**config.mk**
```make
export PLATFORM = sky130hd
export DESIGN_NAME = sram_arbiter_flat
export DESIGN_NICKNAME = d
export VERILOG_FILES = /design/src/rtl/sram_arbiter_if.sv /design/src/rtl/sram_arbiter.sv /design/src/flat_wrapper.sv
export SDC_FILE = /design/constraint.sdc
export NUM_CORES = 1
export LEC_CHECK = 0
export CAP_MARGIN = 30
export CORE_AREA = 2 2 109 111
export CTS_CLUSTER_DIAMETER = 150
export CTS_CLUSTER_SIZE = 14
export DETAILED_ROUTE_END_ITERATION = 10
export DIE_AREA = 0 0 111 113
export GPL_ROUTABILITY_DRIVEN = 0
export PLACE_DENSITY = 0.71
export SETUP_SLACK_MARGIN = 0.05
export SLEW_MARGIN = 10
export SYNTH_ARGS = -nofsm -noshare
export SYNTH_HDL_FRONTEND = slang
export SYNTH_SLANG_ARGS = --single-unit
```
**constraint.sdc**
```tcl
create_clock -name clk -period 2.3 [get_ports clk]
set_clock_uncertainty 0.1 [all_clocks]
set_input_delay 0.46 -clock clk [delete_from_list [all_inputs] [get_ports clk]]
set_output_delay 0.46 -clock clk [all_outputs]
set_load 0.01 [all_outputs]
```
**src/rtl/sram_arbiter_if.sv**
```systemverilog
// sram_arbiter_if: bundles the two cache-side request ports and the shared
// SRAM-like master port that the arbiter sits between.
//
// Handshake semantics (single description for every signal in this bundle):
//   - A cache port raises req_i[n] with we/be/addr/wdata and holds them
//     stable until gnt_o[n] is seen high at a rising edge.
//   - Downstream, a request transfers on a rising edge where
//     sram_req && sram_addr_ok. Once sram_req is raised it is not withdrawn
//     and its payload does not change until that transfer.
//   - sram_data_ok marks one response per accepted request, in issue order;
//     the arbiter forwards it combinationally as rvalid_o[n] / rdata_o.
//
// Modports:
//   master - the arbiter's view (drives grants, responses, the SRAM request)
//   slave  - the environment's view (caches and SRAM model)
interface sram_arbiter_if #(
  parameter int ADDR_W = 32,
  parameter int DATA_W = 32
);
  logic [1:0]                   req_i;
  logic [1:0]                   we_i;
  logic [1:0][DATA_W/8-1:0]     be_i;
  logic [1:0][ADDR_W-1:0]       addr_i;
  logic [1:0][DATA_W-1:0]       wdata_i;
  logic [1:0]                   gnt_o;
  logic [1:0]                   rvalid_o;
  logic [DATA_W-1:0]            rdata_o;
  logic                         sram_req;
  logic                         sram_we;
  logic [DATA_W/8-1:0]          sram_be;
  logic [ADDR_W-1:0]            sram_addr;
  logic [DATA_W-1:0]            sram_wdata;
  logic                         sram_addr_ok;
  logic                         sram_data_ok;
  logic [DATA_W-1:0]            sram_rdata;
  logic                         resp_err;

  modport master (
    input  req_i, we_i, be_i, addr_i, wdata_i,
    output gnt_o, rvalid_o, rdata_o,
    output sram_req, sram_we, sram_be, sram_addr, sram_wdata,
    input  sram_addr_ok, sram_data_ok, sram_rdata,
    output resp_err
  );

  modport slave (
    output req_i, we_i, be_i, addr_i, wdata_i,
    input  gnt_o, rvalid_o, rdata_o,
    input  sram_req, sram_we, sram_be, sram_addr, sram_wdata,
    output sram_addr_ok, sram_data_ok, sram_rdata,
    input  resp_err
  );
endinterface

```
**src/rtl/sram_arbiter.sv**
```systemverilog
// sram_arbiter: shares one SRAM-like master port between the dcache (port 0)
// and the icache (port 1). Round-robin between contending ports, holds a
// presented request until the address handshake, and routes in-order
// responses back through a small FIFO of issuing port IDs.
//
// Ports:
//   clk  - single clock, rising edge
//   rst  - asynchronous active-high reset
//   bus  - sram_arbiter_if.master (cache ports, SRAM port, resp_err)
module sram_arbiter #(
  parameter int MAX_OUTSTANDING = 4,
  parameter int ADDR_W          = 32,
  parameter int DATA_W          = 32
) (
  input  logic           clk,
  input  logic           rst,
  sram_arbiter_if.master bus
);
  localparam int PW = $clog2(MAX_OUTSTANDING);
  localparam int CW = PW + 1;
  localparam logic [CW-1:0] FULL_CNT = CW'(MAX_OUTSTANDING);

  logic          rr_ptr;
  logic          locked;
  logic          lock_id;
  logic          fifo_id [MAX_OUTSTANDING];
  logic [PW-1:0] wr_ptr;
  logic [PW-1:0] rd_ptr;
  logic [CW-1:0] count;
  logic          resp_err_q;

  logic                sel;
  logic                sel_valid;
  logic                req_out;
  logic                accept;
  logic                pop;
  logic                head;
  logic [ADDR_W-1:0]   addr_mux;
  logic [DATA_W-1:0]   wdata_mux;
  logic [DATA_W/8-1:0] be_mux;
  logic [DATA_W-1:0]   rdata_mux;

  // Once a request has been shown without addr_ok it is pinned to lock_id
  // so the payload on the bus cannot switch ports before the handshake.
  always_comb begin
    sel       = rr_ptr;
    sel_valid = 1'b0;
    if (locked) begin
      sel       = lock_id;
      sel_valid = 1'b1;
    end else begin
      case (bus.req_i)
        2'b01:   begin sel = 1'b0;   sel_valid = 1'b1; end
        2'b10:   begin sel = 1'b1;   sel_valid = 1'b1; end
        2'b11:   begin sel = rr_ptr; sel_valid = 1'b1; end
        default: begin sel = rr_ptr; sel_valid = 1'b0; end
      endcase
    end
  end

  // No full-bypass: a pop in the same cycle does not open a slot.
  assign req_out = sel_valid && (count < FULL_CNT);
  assign accept  = req_out && bus.sram_addr_ok;
  assign pop     = bus.sram_data_ok && (count != '0);
  assign head    = fifo_id[rd_ptr];

  always_comb begin
    addr_mux  = '0;
    wdata_mux = '0;
    be_mux    = '0;
    rdata_mux = '0;
    if (req_out) begin
      addr_mux  = bus.addr_i[sel];
      wdata_mux = bus.wdata_i[sel];
      be_mux    = bus.be_i[sel];
    end
    if (pop) rdata_mux = bus.sram_rdata;
  end

  assign bus.sram_req   = req_out;
  assign bus.sram_we    = req_out && bus.we_i[sel];
  assign bus.sram_be    = be_mux;
  assign bus.sram_addr  = addr_mux;
  assign bus.sram_wdata = wdata_mux;
  assign bus.gnt_o      = accept ? (sel ? 2'b10 : 2'b01) : 2'b00;
  assign bus.rvalid_o   = pop ? (head ? 2'b10 : 2'b01) : 2'b00;
  assign bus.rdata_o    = rdata_mux;
  assign bus.resp_err   = resp_err_q;

  always_ff @(posedge clk or posedge rst) begin
    if (rst) begin
      rr_ptr     <= 1'b0;
      locked     <= 1'b0;
      lock_id    <= 1'b0;
      wr_ptr     <= '0;
      rd_ptr     <= '0;
      count      <= '0;
      resp_err_q <= 1'b0;
      for (int i = 0; i < MAX_OUTSTANDING; i++) fifo_id[i] <= 1'b0;
    end else begin
      if (accept) begin
        fifo_id[wr_ptr] <= sel;
        wr_ptr          <= wr_ptr + 1'b1;
        rr_ptr          <= ~sel;
        locked          <= 1'b0;
      end else if (req_out) begin
        locked  <= 1'b1;
        lock_id <= sel;
      end
      if (pop) rd_ptr <= rd_ptr + 1'b1;
      case ({accept, pop})
        2'b10:   count <= count + 1'b1;
        2'b01:   count <= count - 1'b1;
        default: count <= count;
      endcase
      // A response with nothing outstanding is dropped and flagged.
      if (bus.sram_data_ok && (count == '0)) resp_err_q <= 1'b1;
    end
  end
endmodule

```
**src/flat_wrapper.sv**
```systemverilog
// flat-port wrapper written by rule: the top's interface ports become plain ports
module sram_arbiter_flat 
#(
  parameter int MAX_OUTSTANDING = 4,
  parameter int ADDR_W          = 32,
  parameter int DATA_W          = 32
)
  (clk, rst, bus_req_i, bus_we_i, bus_be_i, bus_addr_i, bus_wdata_i, bus_gnt_o, bus_rvalid_o, bus_rdata_o, bus_sram_req, bus_sram_we, bus_sram_be, bus_sram_addr, bus_sram_wdata, bus_sram_addr_ok, bus_sram_data_ok, bus_sram_rdata, bus_resp_err);
  sram_arbiter_if #(.ADDR_W(ADDR_W), .DATA_W(DATA_W)) bus_i ();
  input  logic clk;
  input  logic rst;
  input wire logic [$bits(bus_i.req_i)-1:0] bus_req_i;
  input wire logic [$bits(bus_i.we_i)-1:0] bus_we_i;
  input wire logic [$bits(bus_i.be_i)-1:0] bus_be_i;
  input wire logic [$bits(bus_i.addr_i)-1:0] bus_addr_i;
  input wire logic [$bits(bus_i.wdata_i)-1:0] bus_wdata_i;
  output wire logic [$bits(bus_i.gnt_o)-1:0] bus_gnt_o;
  output wire logic [$bits(bus_i.rvalid_o)-1:0] bus_rvalid_o;
  output wire logic [$bits(bus_i.rdata_o)-1:0] bus_rdata_o;
  output wire logic [$bits(bus_i.sram_req)-1:0] bus_sram_req;
  output wire logic [$bits(bus_i.sram_we)-1:0] bus_sram_we;
  output wire logic [$bits(bus_i.sram_be)-1:0] bus_sram_be;
  output wire logic [$bits(bus_i.sram_addr)-1:0] bus_sram_addr;
  output wire logic [$bits(bus_i.sram_wdata)-1:0] bus_sram_wdata;
  input wire logic [$bits(bus_i.sram_addr_ok)-1:0] bus_sram_addr_ok;
  input wire logic [$bits(bus_i.sram_data_ok)-1:0] bus_sram_data_ok;
  input wire logic [$bits(bus_i.sram_rdata)-1:0] bus_sram_rdata;
  output wire logic [$bits(bus_i.resp_err)-1:0] bus_resp_err;
  assign bus_i.req_i = bus_req_i;
  assign bus_i.we_i = bus_we_i;
  assign bus_i.be_i = bus_be_i;
  assign bus_i.addr_i = bus_addr_i;
  assign bus_i.wdata_i = bus_wdata_i;
  assign bus_gnt_o = bus_i.gnt_o;
  assign bus_rvalid_o = bus_i.rvalid_o;
  assign bus_rdata_o = bus_i.rdata_o;
  assign bus_sram_req = bus_i.sram_req;
  assign bus_sram_we = bus_i.sram_we;
  assign bus_sram_be = bus_i.sram_be;
  assign bus_sram_addr = bus_i.sram_addr;
  assign bus_sram_wdata = bus_i.sram_wdata;
  assign bus_i.sram_addr_ok = bus_sram_addr_ok;
  assign bus_i.sram_data_ok = bus_sram_data_ok;
  assign bus_i.sram_rdata = bus_sram_rdata;
  assign bus_resp_err = bus_i.resp_err;
  sram_arbiter #(.MAX_OUTSTANDING(MAX_OUTSTANDING), .ADDR_W(ADDR_W), .DATA_W(DATA_W)) u_core (.clk(clk), .rst(rst), .bus(bus_i));
endmodule
```
==> key figures <==
Worst setup path
  • Reg2reg start: u_core.locked
  • Crit path DAT: roughly 2.0 ns
  • Crit path from: bus_req_i[0]
  • Critical path class: in -> out
  • Worst reg2reg setup slack: about 0.18 ns
  • R2r worst-path depth: 10
  • Critical Path Sink Type: output port
  • CP endpoint: bus_sram_wdata[5]
  • Critical path data required time: roughly 1.7 ns
  • Max FO, Critical Path: 7
  • Critical Path Source Type: input pin
  • Reg2Reg Capture Point: u_core.count[2]

Timing
  • Hold Vio Cnt, Final: 0
  • Slew Viols, Final: 0
  • Relative slew margins: between 60% and 70%
  • RSZ-0062 raised after global routing: yes
  • Min Tclk post-route: around 2.5 ns
  • Period utilization: 110%
  • # setup viols final: 71
  • Worst-Margin Slew: between 0.5 and 0.6 ns
  • Total negative setup slack: -10.03 ns
  • Final setup margin: -0.235 ns
  • FMAX: 394 MHz
  • Worst Hold Slack: roughly 0.40 ns

Die
  • Starting Density: 23.8%
  • Core box area: ~0.011 mm^2
  • Horiz. Die Dim: approximately 110 um
  • Io pins: approximately 280
  • DIE AREA: around 0.013 mm^2
  • Die Span Y: ~110 um
  • Cell row count: 39

Clock network
  • # hold bufs at CTS: 0
  • Clock sinks: 15
  • Num CTS Buffers: 3
  • Clock transition at path regs: approximately 0.050 ns
  • CTS root buf: clkbuf_16
  • Htree depth: 1
  • Later-pin clock latency in the skew report: approximately 0.24 ns
  • CTS tree: yes
  • Clock buffer depth: 2

Detailed routing
  • Post-route DRC: 0
  • DR vias/cell: around 5.2
  • Routed WL per cell: between 15 and 20 um
  • First DRT Iteration DRCs: 430
  • Final wirelength: 14900 um
  • Drt first pass iters: 4
  • DRT antenna net count: 0
  • Via count: approximately 4200

Outcome
  • Failing checks: setup timing
  • Status: complete, but fails checks

Min path
  • Worst hold path class: reg -> reg
  • WHS Path Cells: 1

Synthesis
  • Post-synth EDFFs: 0
  • Yosys warns: 0
  • Post-Syn Instances: 370
  • Synth cell types: 30
  • Asr flop ratio synth: 100%
  • Synth top area share: approximately 39%
  • Syn Area/Cell: around 7.3 um^2
  • Synth Cell Area: about 0.0027 mm^2
  • Post-synthesis register bit count: 15
  • Synth top area cells: o211ai_1 39%, dfrtp_1 14%, a21oi_1 13%
  • Main synth FF type: dfrtp_1
  • Register area share after synthesis: between 10% and 20%
  • Cell taking the most area after synthesis: o211ai_1
  • Syn nets: 554

Global route
  • GRT Util Overall: between 20 and 25%
  • Global-route wire length before repair: ~24000 um
  • Largest net degree at the start of global routing: 56
  • Initial antenna violation count: 0
  • Vias in the first global route: 4319
  • GRT Residual Overflow: 0

Layout
  • Final #Nets: around 840
  • Ant diodes: 0
  • Synthesis-to-finish area growth: 127%
  • Fraction of layout cells with a size suffix above 1: about 27%
  • Most common cell after layout, fill and taps aside: clkdlybuf4s50_1
  • Most frequent cells in the layout: 174 x clkdlybuf4s50_1, 138 x o211ai_1, 78 x buf_2

Placed design
  • Post-Place Worst Slack: -1.03 ns
  • Post-DP HPWL: between 10000 and 15000 um
  • Port Buffers: about 280

Pwr
  • P_leak: approximately 2.4 nW
  • Peak VDD IR: about 0.54 mV
  • Power density over the cells: between 1000 and 1500 mW/mm^2

Job
  • Max_cap viols: 0
## critical path, stage by stage
cell      delay [ns]
buf_6           0.07
inv_4           0.03
ha_4            0.28
mux2_4          0.39
buf_12          0.17
o211ai_1        0.28
a21oi_1         0.12
buf_2           0.16
## timing repair
item / 4_1_cts / 5_1_grt
setup endpoints to repair: 114 / 99
gates cloned: 9 / 0
resized for setup: 391 / 34
pin swaps: 44 / 39
setup buffers: 18 / 4
## power breakdown
part           leakage (nW)  total [mW]  internal, mW  switching [mW]
Clock                0.0371       0.343         0.234           0.109
Combinational          2.22        5.73          2.73            2.99
Sequential            0.177       0.523         0.407           0.116
## registers in the layout (all words and copies together), names as in the netlist
signal,flops
u_core.count,3
u_core.locked,1
u_core.lock_id,1
u_core.wr_ptr,2
u_core.rr_ptr,1
u_core.fifo_id,4
u_core.bus.resp_err,1
u_core.rd_ptr,2
## Yosys cell counts (4+ instances only)
master	number
clkbuf_1	31
dfrtp_1	15
nor2_1	6
inv_1	9
mux2_2	6
o211ai_1	138
buf_2	20
and2_1	33
ha_1	7
a21oi_1	69
nand3_1	4
## cell type report
cell class | instances | area [um^2]
inverter | 9 | 38.8
tap | 143 | 179
timing repair buffer | 341 | 3270
multi-input combinational | 290 | 2140
fill | 1055 | 5190
clock inverter | 1 | 7.51
sequential | 15 | 379
clock buffer | 3 | 75.1
## stage by stage
step                      instances  util, %  power (mW)  cell area (um^2)
final                           802     54.0        6.59              6080
after CTS                       803     54.5        6.70              6140
after global routing            802     54.0        7.09              6080
after floorplan                 370        -        3.39              2750
after global placement          772     52.4        6.05              5910
after detailed placement        772     52.4        6.16              5910
## worst min-delay path by stage
stage	start	end	slack, ns
2_1_floorplan	rst	u_core.bus.resp_err	0.26
3_3_place_gp	u_core.bus.resp_err	u_core.bus.resp_err	0.34
3_5_place_dp	u_core.bus.resp_err	u_core.bus.resp_err	0.34
4_1_cts	u_core.bus.resp_err	u_core.bus.resp_err	0.35
5_1_grt	u_core.fifo_id[0]	u_core.fifo_id[0]	0.43
6_report	u_core.fifo_id[0]	u_core.fifo_id[0]	0.40
## layer usage
layer | vias to the layer above | routed length, um | GRT usage [%]
met1 | 1941 | 5830 | 27.9
met3 | 17 | 1200 | 4.23
met5 | - | 0 | 0
met4 | 0 | 182 | 3.67
met2 | 219 | 7670 | 42.5
li1 | 2018 | - | -
## logic make-up (layout without fill, tap and decap cells)
logic type / after synthesis / after routing / synth area share (%)
adder cells (fa/ha/maj): 8 / 8 / 4.01
multiplexers: 10 / 10 / 5.13
flip-flops: 15 / 15 / 14.0
buffers and inverters: 65 / 354 / 10.6
AND/OR/NAND/NOR: 53 / 53 / 11.3
XOR/XNOR: 6 / 6 / 1.96
AO/OA/AOI/OAI: 213 / 213 / 53.0
No activity file was read; power rests on OpenSTA's default activity.
